[src/rtl/stereo_meter_scheduler.sv]
// Time-shares one position-to-meter converter between the left and right channels
// and pairs the returned meter words into L/R frames for the display driver.
module stereo_meter_scheduler #(
   parameter int position_width = 5,
   parameter int meter_width    = 32
) (
   input  logic                      clk,
   input  logic                      reset,
   input  logic                      i_left_valid,
   output logic                      o_left_ready,
   input  logic [position_width-1:0] i_left_position,
   input  logic                      i_right_valid,
   output logic                      o_right_ready,
   input  logic [position_width-1:0] i_right_position,
   output logic                      conv_i_valid,
   input  logic                      conv_i_ready,
   output logic [position_width-1:0] conv_i_position,
   output logic                      conv_i_is_left,
   input  logic                      conv_o_valid,
   output logic                      conv_o_ready,
   input  logic [meter_width-1:0]    conv_o_meter,
   output logic                      o_valid,
   input  logic                      i_ready,
   output logic [meter_width-1:0]    o_left_meter,
   output logic [meter_width-1:0]    o_right_meter,
   output logic                      o_busy
);

   typedef enum logic [1:0] {IDLE, ISSUE, WAIT_RESULT} state_t;

   state_t                    state;
   logic                      last_left;
   logic [position_width-1:0] pos_q;
   logic                      is_left_q;
   logic                      conv_i_valid_q;
   logic                      conv_o_ready_q;
   logic                      busy_q;

   logic                      pend_l;
   logic                      pend_r;
   logic [meter_width-1:0]    meter_l;
   logic [meter_width-1:0]    meter_r;

   logic                      o_valid_q;
   logic [meter_width-1:0]    left_meter_q;
   logic [meter_width-1:0]    right_meter_q;

   logic                      grant_left;
   logic                      stall;
   logic                      accept_ok;
   logic                      take_left;
   logic                      take_right;
   logic                      result_cap;
   logic                      frame_load;

   // Round-robin: on a tie the channel not served last wins; last_left=0 means
   // right was last, so left takes the first tie after reset.
   always_comb begin
      grant_left = 1'b0;
      if (i_left_valid && i_right_valid)
         grant_left = !last_left;
      else
         grant_left = i_left_valid;
   end

   // Accepting more work is pointless while a full frame is stuck behind a
   // busy downstream: a new result would have nowhere to go.
   assign stall      = pend_l && pend_r && o_valid_q && !i_ready;
   assign accept_ok  = (state == IDLE) && !stall && !reset;
   assign take_left  = accept_ok && i_left_valid && grant_left;
   assign take_right = accept_ok && i_right_valid && !grant_left;
   assign result_cap = (state == WAIT_RESULT) && conv_o_valid;
   assign frame_load = pend_l && pend_r && (!o_valid_q || i_ready);

   assign o_left_ready    = take_left;
   assign o_right_ready   = take_right;
   assign conv_i_valid    = conv_i_valid_q;
   assign conv_i_position = pos_q;
   assign conv_i_is_left  = is_left_q;
   assign conv_o_ready    = conv_o_ready_q;
   assign o_busy          = busy_q;
   assign o_valid         = o_valid_q;
   assign o_left_meter    = left_meter_q;
   assign o_right_meter   = right_meter_q;

   always_ff @(posedge clk or posedge reset) begin
      if (reset) begin
         state          <= IDLE;
         last_left      <= 1'b0;
         pos_q          <= '0;
         is_left_q      <= 1'b0;
         conv_i_valid_q <= 1'b0;
         conv_o_ready_q <= 1'b0;
         busy_q         <= 1'b0;
      end else begin
         case (state)
            IDLE: begin
               if (take_left || take_right) begin
                  pos_q          <= take_left ? i_left_position : i_right_position;
                  is_left_q      <= take_left;
                  last_left      <= take_left;
                  conv_i_valid_q <= 1'b1;
                  busy_q         <= 1'b1;
                  state          <= ISSUE;
               end
            end
            ISSUE: begin
               if (conv_i_ready) begin
                  conv_i_valid_q <= 1'b0;
                  conv_o_ready_q <= 1'b1;
                  state          <= WAIT_RESULT;
               end
            end
            WAIT_RESULT: begin
               if (conv_o_valid) begin
                  conv_o_ready_q <= 1'b0;
                  busy_q         <= 1'b0;
                  state          <= IDLE;
               end
            end
            default: begin
               conv_i_valid_q <= 1'b0;
               conv_o_ready_q <= 1'b0;
               busy_q         <= 1'b0;
               state          <= IDLE;
            end
         endcase
      end
   end

   // A capture on the same edge as a frame load re-arms its flag (set wins).
   always_ff @(posedge clk or posedge reset) begin
      if (reset) begin
         pend_l  <= 1'b0;
         pend_r  <= 1'b0;
         meter_l <= '0;
         meter_r <= '0;
      end else begin
         if (frame_load) begin
            pend_l <= 1'b0;
            pend_r <= 1'b0;
         end
         if (result_cap) begin
            if (is_left_q) begin
               meter_l <= conv_o_meter;
               pend_l  <= 1'b1;
            end else begin
               meter_r <= conv_o_meter;
               pend_r  <= 1'b1;
            end
         end
      end
   end

   always_ff @(posedge clk or posedge reset) begin
      if (reset) begin
         o_valid_q     <= 1'b0;
         left_meter_q  <= '0;
         right_meter_q <= '0;
      end else begin
         if (frame_load) begin
            o_valid_q     <= 1'b1;
            left_meter_q  <= meter_l;
            right_meter_q <= meter_r;
         end else if (i_ready) begin
            o_valid_q <= 1'b0;
         end
      end
   end

endmodule

[config.mk]
export PLATFORM = sky130hd
export DESIGN_NAME = stereo_meter_scheduler
export DESIGN_NICKNAME = d
export VERILOG_FILES = /design/src/rtl/stereo_meter_scheduler.sv
export SDC_FILE = /design/constraint.sdc
export NUM_CORES = 1
export LEC_CHECK = 0
export ABC_AREA = 0
export BUFFER_PORTS_ARGS = -buffer_cell sky130_fd_sc_hd__buf_2
export CAP_MARGIN = 20
export CORE_MARGIN = 2
export CORE_UTILIZATION = 47
export CTS_CLUSTER_DIAMETER = 40
export DETAILED_ROUTE_END_ITERATION = 8
export GPL_ROUTABILITY_DRIVEN = 0
export PLACE_DENSITY = 0.82
export SYNTH_ARGS = -nofsm -noshare
export SYNTH_HDL_FRONTEND = slang
export SYNTH_SLANG_ARGS = --single-unit
[constraint.sdc]
create_clock -name clk -period 5.3 [get_ports clk]
set_clock_uncertainty 0.2 [all_clocks]
set_input_delay 0.795 -clock clk [delete_from_list [all_inputs] [get_ports clk]]
set_output_delay 0.795 -clock clk [all_outputs]
set_load 0.03 [all_outputs]
==> results_dict.tcl, run 1 <==
set metrics [dict create \
    netlist_instances 331 \
    dieArea_um2 12400 \
    synth-seq-cells 142 \
    timing.fmax_ghz 0.317 \
    num_rows 39 \
    crit_fanout 8 \
    fp.dieW_um 111 \
    start_util_pct 47.8 \
    layout-drive-gt1-share_pct 61.3 \
    critPathSlowestCell "nor3_1" \
    finalHoldViolations 0 \
    critPathKind "primary input to primary output" \
    vias_per_cell 5.21 \
    grt_start_max_net_pins 85 \
    slew_violations 0 \
    hp-class "flop to flop" \
    grt_overflow 0 \
    drtAntennaViolNets 0 \
    num-fill-cells 906 \
    cp_slowest_stage_delay_ps 430 \
    cts_buffer_depth 2 \
    wl_per_cell_um 17.1 \
    fin_ws_ps 2150 \
    postCtsHoldBufs 0 \
    period_minus_slack_ps 3150 \
    stdcell_count 618 \
    crit_path_start_kind "primary input" \
    fin_nets 511 \
    final_common_cell "dfrtp_1" \
    num_io_pins 125 \
    grt_pass1_vias 3562 \
    synth_area_um2 5420 \
    post-route-period-util_pct 59.5 \
    die_y_um 111 \
    clockRootBuffer "clkbuf_16" \
    clk_latency_ps 420 \
    final_cell_mix "142 x dfrtp_1, 127 x mux2_2, 124 x buf_2, 17 x clkbuf_16, 6 x clkinvlp_4" \
    finalSetupViolations 0 \
    avgSynthCellArea_um2 16.4 \
    relSlewSlack_pct 36.6 \
    synth_top_cell_area_share_pct 65.6 \
    antenna_found_initial 0 \
    power_leakage_nw 3.25 \
    place_inst 586 \
    cap_viol_max_count 0 \
    cts_setup_buffers 0 \
    cts.clk_slew.worst_paths_ps 60 \
    dp_hpwl_mm 7.10 \
    area_growth_pct 24.5 \
    cts_max_level 4 \
    first_pass_iters 4 \
    arrival_ps 2160 \
    rsz0062_at_grt "no" \
    synth_nets 380 \
    synth_area_leader_cell "dfrtp_1" \
    cpMostUsedCell "buf_2" \
    core-area_um2 11300 \
    grt_pass1_wl_mm 17.9 \
    cp-end-kind "primary output" \
    pwr_density_cell_nw_per_um2 692 \
    status "completed" \
    vias 3220 \
    pre_cts_slack_ps 2310 \
    synthTopCellsByArea "dfrtp_1 66%, mux2_2 26%, buf_2 1.0%" \
    yosysWarnings 0 \
    setup_tns_ps 0 \
    cts_resized 0 \
    drtIter0Drc 134 \
    diodes 0 \
    drt_wl_total_mm 10.6 \
    drc 0 \
    grtUsageTotal_pct 18.5 \
    cp_data_required_time_ps 4300 \
    synth_cell_type_count 29 \
    path_cells "buf_2 > nor3_1 > and2_1 > nor3b_1 > buf_2" \
    cts_tree "built" \
    cts_sinks 142 \
    cts_made_buffers 17 \
    synth_seq_area_share_pct 65.6 \
    port_buffers 124 \
    worst_pin_slew_ps 951 \
    vdd.ir_drop.worst_uv 402 \
]
## cells in the mapped netlist
cell and instances:
a21oi_1 1, nand2_1 3, mux2_2 127, buf_1 1, a2bb2oi_1 5, dfrtp_1 142, nand4b_1 1, clkbuf_2 1
nor3b_1 1, nor2b_1 3, o211a_1 1, nor3_1 1, buf_6 3, nor3b_4 1, o32ai_1 5, a21o_1 4
nand3_1 1, inv_1 3, mux2_1 1, and2_1 1, o21ai_0 5, nand2b_1 1, nand4b_2 1, a31oi_1 2
a21bo_2 1, nand3b_1 1, nor2_1 2, nand2b_4 1, buf_2 11
## critical path: cells and delay by family
family / cells / cell delay (ps)
and+or+nand+nor: 3 / 1000
buffers and inverters: 2 / 360
## cell families (layout without fill, tap and decap cells)
| group | count (synthesis) | in the layout | share of synthesized area [%] |
|---|---|---|---|
| multiplexers | 128 | 128 | 26.6 |
| buffers and inverters | 19 | 163 | 2.01 |
| AND/OR/NAND/NOR | 18 | 18 | 2.43 |
| flip-flops | 142 | 142 | 65.6 |
| AO/OA/AOI/OAI | 24 | 24 | 3.33 |
## path summary, 6_finish.rpt
check / from / to / slack, ps / depth (start not counted)
max: reset / o_right_ready / 2150 / 5
min: o_busy / o_busy / 290 / 1
max reg2reg: state[0] / meter_r[28] / 2690 / 4
min reg2reg: o_busy / o_busy / 290 / 1
max in group asynchronous: reset / o_left_meter[6] / 3380 / 3
min in group asynchronous: reset / meter_r[31] / 310 / 2
## layer usage
| metal | track usage [%] | up-vias | part of all wire (%) |
|---|---|---|---|
| li1 | - | 1451 | - |
| met2 | 30.1 | 96 | 49 |
| met5 | 0 | - | 0 |
| met3 | 5.44 | 24 | 5.7 |
| met1 | 23.0 | 1649 | 44 |
| met4 | 8.72 | 0 | 2.1 |
## state kept, by name (all words and copies together), names as in the netlist
signal,cells
meter_l,32
o_busy,1
conv_i_position,5
meter_r,32
o_valid,1
conv_o_ready,1
o_right_meter,32
pend_l,1
conv_i_is_left,1
o_left_meter,32
state,2
conv_i_valid,1
pend_r,1
## metrics by stage
stage	util (%)	hold WS [ps]	cell area, um^2	power [W]
finish	59.6	286	6740	0.00467
global route	59.6	292	6740	0.00492
CTS	59.6	283	6740	0.00472
detailed placement	54.4	264	6160	0.00354
global placement	54.4	255	6160	0.00344
floorplan	-	254	5420	0.00305
## power breakdown
group	internal (W)	switching [W]	total [W]
logic	0.000686	0.000934	0.00162
registers	0.00160	0.000282	0.00188
clock network	0.000708	0.000455	0.00116
total	0.00299	0.00167	0.00467
## cell type report
type                            instances  area (um^2)  area share (%)
Sequential cell                       142         3550            52.7
Tap cell                              143          179            2.65
Clock inverter                         12          136            2.02
Multi-Input combinational cell        170         1760            26.1
Inverter                                3         16.3           0.241
Timing Repair Buffer                  128          651            9.65
Clock buffer                           20          447            6.62
Note: power is estimated with default switching activity, not from simulation.
==> run 2, diff against run 1 <==
- PLACE_DENSITY: 0.82 -> 0.85
- clock period: 5.3 -> 2.9 ns (I/O delays scaled with it)
==> run 2 against run 1 <==
Net effect:
- worst hold slack lost 230 ps
- via count is 1.6% lower
- utilization is 0.29 points higher
- clock power rose by 72%
- power rose by 80%
- critical path depth is 1 higher
- final cell count stayed put
- setup slack got worse by 2000 ps
- critical endpoint unchanged
- largest power group unchanged
==> results_dict.tcl, run 2 (synthesized netlist as in run 1, its figures left out) <==
set metrics [dict create \
    cp_slowest_stage_delay_ps 530 \
    status "completed" \
    antenna_found_initial 0 \
    cts_sinks 142 \
    cp-end-kind "primary output" \
    hp-start "conv_o_meter[3]" \
    cts_buffer_depth 2 \
    port_buffers 124 \
    clockRootBuffer "clkbuf_16" \
    postPlaceCellArea_um2 6220 \
    setup_tns_ps 0 \
    num-fill-cells 914 \
    cts_max_level 4 \
    area_growth_pct 25.1 \
    slew_violations 0 \
    drc 0 \
    p_switching_w 0.00296 \
    cap_viol_max_count 0 \
    worstHoldEndpoint "meter_r[3]" \
    fin_nets 514 \
    worst_pin_slew_ps 712 \
    cp_data_required_time_ps 2270 \
    relSlewSlack_pct 52.4 \
    cts.clk_slew.worst_paths_ps 50 \
    final_cell_mix "142 x dfrtp_1, 127 x mux2_2, 124 x buf_2, 17 x clkbuf_16" \
    pre_cts_slack_ps 683 \
    r2r-start "state[0]" \
    rsz0062_at_grt "no" \
    switching_share_pct 35.2 \
    grtUsageTotal_pct 17.6 \
    p_int_w 0.00543 \
    p_clk_share_pct 23.7 \
    hp-class "primary input to flop" \
    cts_tree "built" \
    post-route-period-util_pct 94.3 \
    rr_worst_depth 3 \
    critPathKind "primary input to primary output" \
    path_cells "dlygate4sd3_1 > buf_2 > nor3_1 > and2_2 > nor3b_1 > buf_2" \
    diodes 0 \
    fin_ws_ps 164 \
    vias_per_cell 5.13 \
    layout-drive-gt1-share_pct 61.1 \
    p_comb_share_pct 35.5 \
    timing.fmax_ghz 0.366 \
    cts_setup_buffers 0 \
    finalHoldViolations 0 \
    power_frac_seq_pct 40.8 \
    crit_path_start_kind "primary input" \
    arrival_ps 2100 \
    vias 3169 \
    clk_latency_ps 410 \
    num_io_pins 125 \
    cpMostUsedCell "buf_2" \
    core-area_um2 11300 \
    first_pass_iters 4 \
    drt_wl_total_mm 10.3 \
    drtIter0Drc 159 \
    start_util_pct 47.8 \
    holdPathStages 2 \
    critPathSlowestCell "dlygate4sd3_1" \
    final_util_pct 59.8 \
    cts_made_buffers 17 \
    crit_buf_inv 3 \
    crit_fanout 8 \
    finalSetupViolations 0 \
    drtAntennaViolNets 0 \
    r2r_slack_ps 760 \
    grt_overflow 0 \
    dieArea_um2 12400 \
    fp.dieW_um 111 \
    dp_hpwl_mm 6.96 \
    die_y_um 111 \
    wl_per_cell_um 16.6 \
    pwr_density_cell_nw_per_um2 1240 \
    design_area_um2 6780 \
    critPathTopFamily "buffers and inverters" \
    power_leakage_nw 3.27 \
    r2r_end "meter_l[2]" \
    final_common_cell "dfrtp_1" \
    period_minus_slack_ps 2740 \
    vdd.ir_drop.worst_uv 661 \
    grt_pass1_vias 3449 \
    num_rows 39 \
    grt_pass1_wl_mm 17.2 \
    grt_start_max_net_pins 68 \
]
-- run 2: cell types whose count changed in the layout (fill, tap and decap cells not counted) --
cell,delta
and2_2,+1
clkbuf_8,+2
inv_6,-4
bufinv_16,-1
clkinv_2,+1
clkinvlp_4,-2
buf_12,+4
dlygate4sd3_1,+1
clkbuf_1,+1
and2_1,-1
buf_4,-2
-- run 2: per-layer routing --
layer / routed length [um] / vias up / share of wire (%) / global-route usage [%]
met5: 0 / - / 0 / 0
met4: 221 / 0 / 2.2 / 8.15
met3: 556 / 19 / 5.4 / 5.06
met2: 5030 / 88 / 49 / 27.8
met1: 4470 / 1611 / 44 / 22.7
li1: - / 1451 / - / -
-- run 2: power by group through the flow --
stage	sequential, W	combinational, W	clock [W]
final	0.00342	0.00298	0.00199
after global routing	0.00355	0.00317	0.00212
after CTS	0.00343	0.00303	0.00203
after detailed placement	0.00345	0.00302	0
after global placement	0.00338	0.00293	0
after floorplan	0.00428	0.00129	0
-- run 2: worst max-delay path by stage --
stage                        start            end  slack [ps]  cells past startpoint
final                        reset  o_right_ready         160                      6
after global placement       reset  o_right_ready         710                      5
after floorplan           state[0]  o_right_ready         410                      5
after CTS                    reset  o_right_ready         120                      6
after global routing         reset  o_right_ready          30                      6
after detailed placement     reset  o_right_ready         680                      5
-- run 2: layout make-up --
type | instances | area, um^2 | area share, %
clock buffer | 23 | 478 | 7.05
clock inverter | 6 | 62.6 | 0.923
inverter | 3 | 15.0 | 0.222
multi-input combinational | 170 | 1760 | 26.0
sequential | 142 | 3550 | 52.4
tap | 143 | 179 | 2.64
timing repair buffer | 131 | 726 | 10.7
-- run 2: through the flow --
step,hold slack [ps],std cells,power (W)
after global placement,212,588,0.00631
after global routing,52.0,618,0.00883
after CTS,37.6,618,0.00848
after floorplan,254,331,0.00557
after detailed placement,213,588,0.00647
final,52.5,618,0.00839
-- run 2: repair_timing --
item	4_1_cts	5_1_grt
endpoints found under the setup margin	0	1
resized for setup	0	1
hold buffers	1	0
endpoints found under the hold margin	9	0
